**src/rtl/delivery_game_pkg.sv**
```systemverilog
//==============================================================================
// Module : delivery_game_pkg
// Brief  : State codes, control-word layout and defaults for the game control unit
// Rev    : 1.0
//==============================================================================
`default_nettype none

package delivery_game_pkg;

    typedef enum logic [3:0] {
        INICIAL = 4'd0,
        PREPARA = 4'd1,
        PEDE    = 4'd2,
        ESPERA  = 4'd3,
        JOGA    = 4'd4,
        FALHA   = 4'd5,
        FIM     = 4'd6,
        PAUSA   = 4'd7
    } state_t;

    localparam int C_MAX_RETRIES = 3;
    localparam int C_RETRY_W     = 4;

    typedef struct packed {
        logic zera_fd;
        logic reset_ultrasonico;
        logic get_velocity;
        logic count_map;
        logic reset_delay;
        logic conta_delay;
        logic reset_timeout;
        logic conta_timeout;
        logic jogando;
        logic fim_jogo;
    } ctrl_t;

    function automatic ctrl_t decode_ctrl(input state_t s);
        ctrl_t c;
        c = '0;
        case (s)
            PREPARA: begin
                c.zera_fd           = 1'b1;
                c.reset_ultrasonico = 1'b1;
                c.reset_delay       = 1'b1;
                c.reset_timeout     = 1'b1;
            end
            PEDE: begin
                c.get_velocity  = 1'b1;
                c.reset_timeout = 1'b1;
                c.reset_delay   = 1'b1;
                c.count_map     = 1'b1;
                c.jogando       = 1'b1;
            end
            ESPERA: begin
                c.conta_timeout = 1'b1;
                c.count_map     = 1'b1;
                c.jogando       = 1'b1;
            end
            FALHA: begin
                c.reset_ultrasonico = 1'b1;
                c.count_map         = 1'b1;
                c.jogando           = 1'b1;
            end
            JOGA: begin
                c.count_map   = 1'b1;
                c.conta_delay = 1'b1;
                c.jogando     = 1'b1;
            end
            FIM:     c.fim_jogo = 1'b1;
            PAUSA:   c.jogando  = 1'b1;
            default: c = '0;
        endcase
        return c;
    endfunction

endpackage

`default_nettype wire

```
**src/rtl/delivery_game_uc_if.sv**
```systemverilog
//==============================================================================
// Module : delivery_game_uc_if
// Brief  : Control/status bundle between the game control unit and its datapath
// Rev    : 1.0
//==============================================================================
`default_nettype none

interface delivery_game_uc_if;
    logic       game_over;
    logic       velocity_ready;
    logic       velocity_timeout;
    logic       end_delay;
    logic       zera_fd;
    logic       reset_ultrasonico;
    logic       get_velocity;
    logic       count_map;
    logic       reset_delay;
    logic       conta_delay;
    logic       reset_timeout;
    logic       conta_timeout;
    logic       jogando;
    logic       fim_jogo;
    logic       falha_sensor;
    logic [3:0] db_estado;

    modport master (
        input  game_over, velocity_ready, velocity_timeout, end_delay,
        output zera_fd, reset_ultrasonico, get_velocity, count_map,
               reset_delay, conta_delay, reset_timeout, conta_timeout,
               jogando, fim_jogo, falha_sensor, db_estado
    );

    modport slave (
        output game_over, velocity_ready, velocity_timeout, end_delay,
        input  zera_fd, reset_ultrasonico, get_velocity, count_map,
               reset_delay, conta_delay, reset_timeout, conta_timeout,
               jogando, fim_jogo, falha_sensor, db_estado
    );
endinterface

`default_nettype wire

```
**src/rtl/delivery_game_uc_edge_detector.sv**
```systemverilog
//==============================================================================
// Module : edge_detector
// Brief  : One-cycle pulse on a 0->1 transition of a level input
// Rev    : 1.0
//==============================================================================
`default_nettype none

module edge_detector (
    input  wire logic clock,
    input  wire logic reset,
    input  wire logic sinal,
    output logic      pulso
);
    logic r_sinal_d;

    always_ff @(posedge clock or negedge reset) begin
        if (!reset) r_sinal_d <= 1'b0;
        else        r_sinal_d <= sinal;
    end

    assign pulso = sinal & ~r_sinal_d;
endmodule

`default_nettype wire

```
**src/rtl/delivery_game_uc.sv**
```systemverilog
//==============================================================================
// Module : delivery_game_uc
// Brief  : Moore control unit for the delivery game (start, sensor retry, collision)
// Config : DELIVERY_GAME_PAUSE_EN enables the PAUSA state driven by 'pausa'
// Rev    : 1.0
//==============================================================================
`default_nettype none

module delivery_game_uc
    import delivery_game_pkg::*;
#(
    parameter int MAX_RETRIES = C_MAX_RETRIES,
    parameter int RETRY_W     = C_RETRY_W
) (
    input  wire logic          clock,
    input  wire logic          reset,
    input  wire logic          iniciar,
    input  wire logic          pausa,
    delivery_game_uc_if.master dp
);
    state_t             r_state;
    state_t             w_next;
    logic [RETRY_W-1:0] r_retry;
    logic [RETRY_W-1:0] w_retry_next;
    logic [RETRY_W-1:0] w_retry_inc;
    logic               r_falha;
    logic               w_falha_next;
    ctrl_t              r_ctrl;
    logic               w_start;

    edge_detector u_ed_iniciar (
        .clock (clock),
        .reset (reset),
        .sinal (iniciar),
        .pulso (w_start)
    );

`ifdef DELIVERY_GAME_PAUSE_EN
    logic w_pause;
    logic r_origin_espera;
    logic w_origin_next;

    edge_detector u_ed_pausa (
        .clock (clock),
        .reset (reset),
        .sinal (pausa),
        .pulso (w_pause)
    );
`else
    logic w_unused_pausa;
    assign w_unused_pausa = pausa;
`endif

    assign w_retry_inc = r_retry + RETRY_W'(1);

    always_comb begin
        w_next       = r_state;
        w_retry_next = r_retry;
        w_falha_next = r_falha;
`ifdef DELIVERY_GAME_PAUSE_EN
        w_origin_next = r_origin_espera;
`endif
        case (r_state)
            INICIAL: begin
                if (w_start) begin
                    w_next       = PREPARA;
                    w_retry_next = '0;
                    w_falha_next = 1'b0;
                end
            end
            PREPARA: begin
                w_retry_next = '0;
                w_falha_next = 1'b0;
                w_next       = PEDE;
            end
            PEDE: w_next = dp.game_over ? FIM : ESPERA;
            ESPERA: begin
                if (dp.game_over) w_next = FIM;
`ifdef DELIVERY_GAME_PAUSE_EN
                else if (w_pause) begin
                    w_next        = PAUSA;
                    w_origin_next = 1'b1;
                end
`endif
                else if (dp.velocity_ready) begin
                    w_next       = JOGA;
                    w_retry_next = '0;
                end
                else if (dp.velocity_timeout) w_next = FALHA;
            end
            FALHA: begin
                if (dp.game_over) w_next = FIM;
                else if (w_retry_inc == RETRY_W'(MAX_RETRIES)) begin
                    // Sensor given up on for now: keep playing on the last velocity
                    w_falha_next = 1'b1;
                    w_retry_next = '0;
                    w_next       = JOGA;
                end else begin
                    w_retry_next = w_retry_inc;
                    w_next       = PEDE;
                end
            end
            JOGA: begin
                if (dp.game_over) w_next = FIM;
`ifdef DELIVERY_GAME_PAUSE_EN
                else if (w_pause) begin
                    w_next        = PAUSA;
                    w_origin_next = 1'b0;
                end
`endif
                else if (dp.end_delay) w_next = PEDE;
            end
            FIM: begin
                if (w_start) begin
                    w_next       = PREPARA;
                    w_retry_next = '0;
                    w_falha_next = 1'b0;
                end
            end
`ifdef DELIVERY_GAME_PAUSE_EN
            PAUSA: begin
                if (w_pause) w_next = r_origin_espera ? ESPERA : JOGA;
            end
`endif
            default: w_next = INICIAL;
        endcase
    end

    // Outputs are registered from the next state so they line up with r_state
    always_ff @(posedge clock or negedge reset) begin
        if (!reset) begin
            r_state <= INICIAL;
            r_retry <= '0;
            r_falha <= 1'b0;
            r_ctrl  <= '0;
        end else begin
            r_state <= w_next;
            r_retry <= w_retry_next;
            r_falha <= w_falha_next;
            r_ctrl  <= decode_ctrl(w_next);
        end
    end

`ifdef DELIVERY_GAME_PAUSE_EN
    always_ff @(posedge clock or negedge reset) begin
        if (!reset) r_origin_espera <= 1'b0;
        else        r_origin_espera <= w_origin_next;
    end
`endif

    assign dp.zera_fd           = r_ctrl.zera_fd;
    assign dp.reset_ultrasonico = r_ctrl.reset_ultrasonico;
    assign dp.get_velocity      = r_ctrl.get_velocity;
    assign dp.count_map         = r_ctrl.count_map;
    assign dp.reset_delay       = r_ctrl.reset_delay;
    assign dp.conta_delay       = r_ctrl.conta_delay;
    assign dp.reset_timeout     = r_ctrl.reset_timeout;
    assign dp.conta_timeout     = r_ctrl.conta_timeout;
    assign dp.jogando           = r_ctrl.jogando;
    assign dp.fim_jogo          = r_ctrl.fim_jogo;
    assign dp.falha_sensor      = r_falha;
    assign dp.db_estado         = r_state;
endmodule

`default_nettype wire

```
**src/flat_wrapper.sv**
```systemverilog
// flat-port wrapper written by rule: the top's interface ports become plain ports
module delivery_game_uc_flat import delivery_game_pkg::*;
#(
    parameter int MAX_RETRIES = C_MAX_RETRIES,
    parameter int RETRY_W     = C_RETRY_W
)
  (clock, reset, iniciar, pausa, dp_game_over, dp_velocity_ready, dp_velocity_timeout, dp_end_delay, dp_zera_fd, dp_reset_ultrasonico, dp_get_velocity, dp_count_map, dp_reset_delay, dp_conta_delay, dp_reset_timeout, dp_conta_timeout, dp_jogando, dp_fim_jogo, dp_falha_sensor, dp_db_estado);
  delivery_game_uc_if dp_i ();
  input  wire logic clock;
  input  wire logic reset;
  input  wire logic iniciar;
  input  wire logic pausa;
  input wire logic [$bits(dp_i.game_over)-1:0] dp_game_over;
  input wire logic [$bits(dp_i.velocity_ready)-1:0] dp_velocity_ready;
  input wire logic [$bits(dp_i.velocity_timeout)-1:0] dp_velocity_timeout;
  input wire logic [$bits(dp_i.end_delay)-1:0] dp_end_delay;
  output wire logic [$bits(dp_i.zera_fd)-1:0] dp_zera_fd;
  output wire logic [$bits(dp_i.reset_ultrasonico)-1:0] dp_reset_ultrasonico;
  output wire logic [$bits(dp_i.get_velocity)-1:0] dp_get_velocity;
  output wire logic [$bits(dp_i.count_map)-1:0] dp_count_map;
  output wire logic [$bits(dp_i.reset_delay)-1:0] dp_reset_delay;
  output wire logic [$bits(dp_i.conta_delay)-1:0] dp_conta_delay;
  output wire logic [$bits(dp_i.reset_timeout)-1:0] dp_reset_timeout;
  output wire logic [$bits(dp_i.conta_timeout)-1:0] dp_conta_timeout;
  output wire logic [$bits(dp_i.jogando)-1:0] dp_jogando;
  output wire logic [$bits(dp_i.fim_jogo)-1:0] dp_fim_jogo;
  output wire logic [$bits(dp_i.falha_sensor)-1:0] dp_falha_sensor;
  output wire logic [$bits(dp_i.db_estado)-1:0] dp_db_estado;
  assign dp_i.game_over = dp_game_over;
  assign dp_i.velocity_ready = dp_velocity_ready;
  assign dp_i.velocity_timeout = dp_velocity_timeout;
  assign dp_i.end_delay = dp_end_delay;
  assign dp_zera_fd = dp_i.zera_fd;
  assign dp_reset_ultrasonico = dp_i.reset_ultrasonico;
  assign dp_get_velocity = dp_i.get_velocity;
  assign dp_count_map = dp_i.count_map;
  assign dp_reset_delay = dp_i.reset_delay;
  assign dp_conta_delay = dp_i.conta_delay;
  assign dp_reset_timeout = dp_i.reset_timeout;
  assign dp_conta_timeout = dp_i.conta_timeout;
  assign dp_jogando = dp_i.jogando;
  assign dp_fim_jogo = dp_i.fim_jogo;
  assign dp_falha_sensor = dp_i.falha_sensor;
  assign dp_db_estado = dp_i.db_estado;
  delivery_game_uc #(.MAX_RETRIES(MAX_RETRIES), .RETRY_W(RETRY_W)) u_core (.clock(clock), .reset(reset), .iniciar(iniciar), .pausa(pausa), .dp(dp_i));
endmodule
```
**config.mk**
```make
export PLATFORM = sky130hd
export DESIGN_NAME = delivery_game_uc_flat
export DESIGN_NICKNAME = d
export VERILOG_FILES = /design/src/rtl/delivery_game_pkg.sv /design/src/rtl/delivery_game_uc_if.sv /design/src/rtl/delivery_game_uc_edge_detector.sv /design/src/rtl/delivery_game_uc.sv /design/src/flat_wrapper.sv
export SDC_FILE = /design/constraint.sdc
export NUM_CORES = 1
export LEC_CHECK = 0
export CORE_UTILIZATION = 40
export CTS_BUF_LIST = sky130_fd_sc_hd__clkbuf_4
export CTS_CLUSTER_SIZE = 10
export DETAILED_ROUTE_END_ITERATION = 10
export PLACE_DENSITY = 0.73
export SKIP_LAST_GASP = 1
export SLEW_MARGIN = 30
export SYNTH_ARGS = -nofsm -noshare
export SYNTH_HDL_FRONTEND = slang
export SYNTH_SLANG_ARGS = --single-unit
export TNS_END_PERCENT = 100
```
**constraint.sdc**
```tcl
create_clock -name clock -period 2.2 [get_ports clock]
set_clock_uncertainty 0.15 [all_clocks]
set_input_delay 0.22 -clock clock [delete_from_list [all_inputs] [get_ports clock]]
set_output_delay 0.22 -clock clock [all_outputs]
set_load 0.05 [all_outputs]
```
==> metrics.md <==
| Metric | Value |
|---|---|
| Share of Yosys cell area claimed by the top area cell type | `45.0%` |
| Via count of the first global-routing pass | `787` |
| Per-cell via count in the routed design | `5.31` |
| Met3 routing resource usage after global routing | `0.862%` |
| Met1 track utilization from global routing | `about 24%` |
| Highest clock rate | `474 MHz` |
| Reg2reg start | `u_core.r_retry[0]` |
| Cells along the critical path | `ha_2 > or4b_4 > and3_4 > nor3_4 > inv_2 > and2_1` |
| CP Capture Type | `flip-flop` |
| Final number of max-transition violations | `0` |
| Final HPWL from detailed placement | `1580 microns` |
| RSZ-0062 raised after global routing | `false` |
| Overall die area | `2850 sq um` |
| Wire length of the first global-routing pass | `approximately 3400 microns` |
| Pre-antenna DRT Iters | `4` |
| Synthesized cell area | `1060 sq um` |
| Delay of the slowest critical-path stage | `0.55 ns` |
| Dominant cells by area after synthesis | `dfrtp_1 45%, o21ai_0 2.8%, nor2_1 2.5%, a21oi_1 2.4%, ha_1 2.4%` |
| Fillers | `between 200 and 250` |
| Crit-path leading delay family | `simple AND/OR/NAND/NOR gates` |
| Clock-pin slew on the worst setup and hold paths | `0.11 ns` |
| Launching element type of the critical path | `flip-flop` |
| Kind of path behind the tightest hold check | `in2async` |
| Worst Path Max Fanout | `7` |
| Y dimension of the die | `approximately 53 microns` |
| Maximum ir drop on the vdd rail | `582 uV` |
| Final routed wire length divided by cell count | `~13 microns` |
| Overflow left after global routing | `0` |
| Data required time of the critical path | `2.24 ns` |
| Initial antenna violation count | `0` |
| Cell taking the most area after synthesis | `dfrtp_1` |
| Count of mapped cells out of synthesis | `108` |
| TritonCTS clock tree | `yes` |
| Count of antenna diodes in the layout | `0` |
| Pwr/cell area | `1020 nW/um^2` |
| Worst setup margin | `between 0.08 and 0.09 ns` |
| Synthesized area divided by synthesized cell count | `~9.8 sq um` |
| Critical setup path kind | `reg2reg` |
| ANT nets after route | `0` |
| Area occupied by multi-input gates | `520 sq um` |
| Post-route fraction of the period consumed by the critical path | `95.9%` |
| Post CTS Setup Buffer Count | `0` |
| Number of levels the H-tree was split into | `1` |
| Buffers added on ports | `21` |
| Transition time of the tightest slew-check pin | `0.496 ns` |
| Sum Neg Setup Slack | `0 ns` |
| Clock insertion delay at the later pin of the skew report | `a little under 0.3 ns` |
| Overall power of the completed layout | `1410 uW` |
| Placer's final routability congestion estimate | `between 0.8 and 0.9` |
| Grt met2 use | `25.4%` |
| Post-Synthesis Net Count | `118` |
| Worst setup slack after placement | `0.0745 ns` |
| CTS Root Cell | `clkbuf_4` |
| Maximum number of pins on one net before global-route repair | `20` |
| Maximum buffer depth of the clock tree | `2` |
| Sequential cell area | `479 sq um` |
| Worst path bufs/invs | `1` |
| CTS sink count | `19` |
| Slowest stage cell, crit path | `or4b_4` |
| FF+latch count, synth | `19` |
| DRT iter0 DRCs | `18` |
| Residual DRC | `0` |
| Final hold violation count | `0` |
| Fraction of the yosys area taken by sequential cells | `45.0%` |
| Nets | `roughly 150` |
| Commonest cells post-synth | `19 x dfrtp_1, 7 x nor2_1, 6 x inv_1, 6 x o21ai_0` |
| Leading register cell type out of synthesis | `dfrtp_1` |
| Data arrival time at the worst-slack endpoint | `2.15 ns` |
| Fraction of synthesis flops using an asynchronous set or reset pin | `between 90% and 100%` |
| Remaining max-slew budget at the tightest pin | `66.8%` |
| Lkg Pwr | `0.000596 uW` |
| Post-synth cell types | `47` |
| Most common cell in the synthesized netlist | `dfrtp_1` |
| Most utilized layer in the global route result | `met2` |
| Count of warnings emitted by yosys | `0` |
| Number of endpoints failing setup at the final stage | `0` |
| Wirelength, routed | `2090 microns` |
| Number of buffers created by CTS | `3` |
| Die Width | `53.4 microns` |
| I/O pins | `23` |
| Clock period minus final worst setup slack | `2.11 ns` |
| Count of vias placed by the detailed router | `around 900` |
| CORE AREA | `2480 sq um` |
| Area growth, synth to finish | `30.6%` |
| Ratio of cells with drive above 1 in the final layout | `19.7%` |
| Number of core rows | `18` |
| Overall global routing resource usage | `16.5%` |
| Count of flip-flops with a built-in enable after synthesis | `0` |
| Initial cell density of the core | `42.6%` |
| Result of the run | `complete, no violations` |
| Max-capacitance violation count | `0` |
| Critical path launch point | `u_core.r_retry[0]` |
[cells in the final DEF, fill, tap and decap left out, types with 2 or more instances in the layout]
cell type and count:
a211oi_1 2, a21oi_1 5, a31oi_1 2, and2_1 3, and3_1 2, buf_4 10
clkbuf_4 3, clkdlybuf4s50_1 20, dfrtp_1 16, dfrtp_2 3, inv_1 6, mux2i_1 2
nand2_1 5, nand2b_1 3, nand3_1 3, nor2_1 7, nor3_1 3, o21a_1 2
o21ai_0 6, o21ai_1 2, or2_1 2
[power breakdown]
group / total [uW] / internal (uW) / switching, uW
Clock: 173 / 67.6 / 106
Sequential: 465 / 415 / 50.5
Combinational: 773 / 284 / 489
[cell families after synthesis]
group | synth area share [%]
buf+inv | 5.92
flops | 45.0
other cells | 0.355
simple gates | 24.4
xor+xnor | 0.830
mux | 1.90
fa+ha+maj | 2.37
compound gates | 19.2
[routing by layer]
metal  part of all wire, %  vias to the layer above  routed length [microns]
li1                      -                      443                        -
met1                    47                      413                      987
met2                    48                       29                     1000
met3                   3.9                        2                       82
met4                   1.0                        0                       21
met5                     0                        -                        0
[final cells by class]
class | instances | share of cell area, %
Clock buffer | 3 | 1.63
Sequential cell | 19 | 34.8
Inverter | 7 | 1.91
Timing Repair Buffer | 31 | 20.9
Multi-Input combinational cell | 76 | 37.7
Clock inverter | 1 | 0.363
Tap cell | 30 | 2.72
[through the flow]
step,std cells,hold slack (ns),area (sq um),utilization (%)
after global placement,163,0.395,1350,54.3
final,167,0.0947,1380,55.7
after CTS,167,0.0996,1370,55.4
after detailed placement,163,0.383,1350,54.3
after floorplan,108,-0.226,1060,-
after global routing,167,0.122,1380,55.7
[repair_timing]
item / CTS / global route
resized for setup: 0 / 3
hold buffers: 0 / 0
setup endpoints to repair: 0 / 6
[path summary, 6_finish.rpt]
| check | to | cells past startpoint | slack, ns |
|---|---|---|---|
| max in group asynchronous | u_core.dp.db_estado[2] | 2 | 1.59 |
| worst max register to register | u_core.dp.conta_timeout | 6 | 0.09 |
| worst max-delay path | u_core.dp.conta_timeout | 6 | 0.09 |
| worst min register to register | u_core.r_retry[0] | 1 | 0.39 |
| worst min-delay path | u_core.r_retry[1] | 2 | 0.09 |
| min in group clock | u_core.u_ed_iniciar.r_sinal_d | 2 | 0.35 |
No activity file was read; power rests on OpenSTA's default activity.
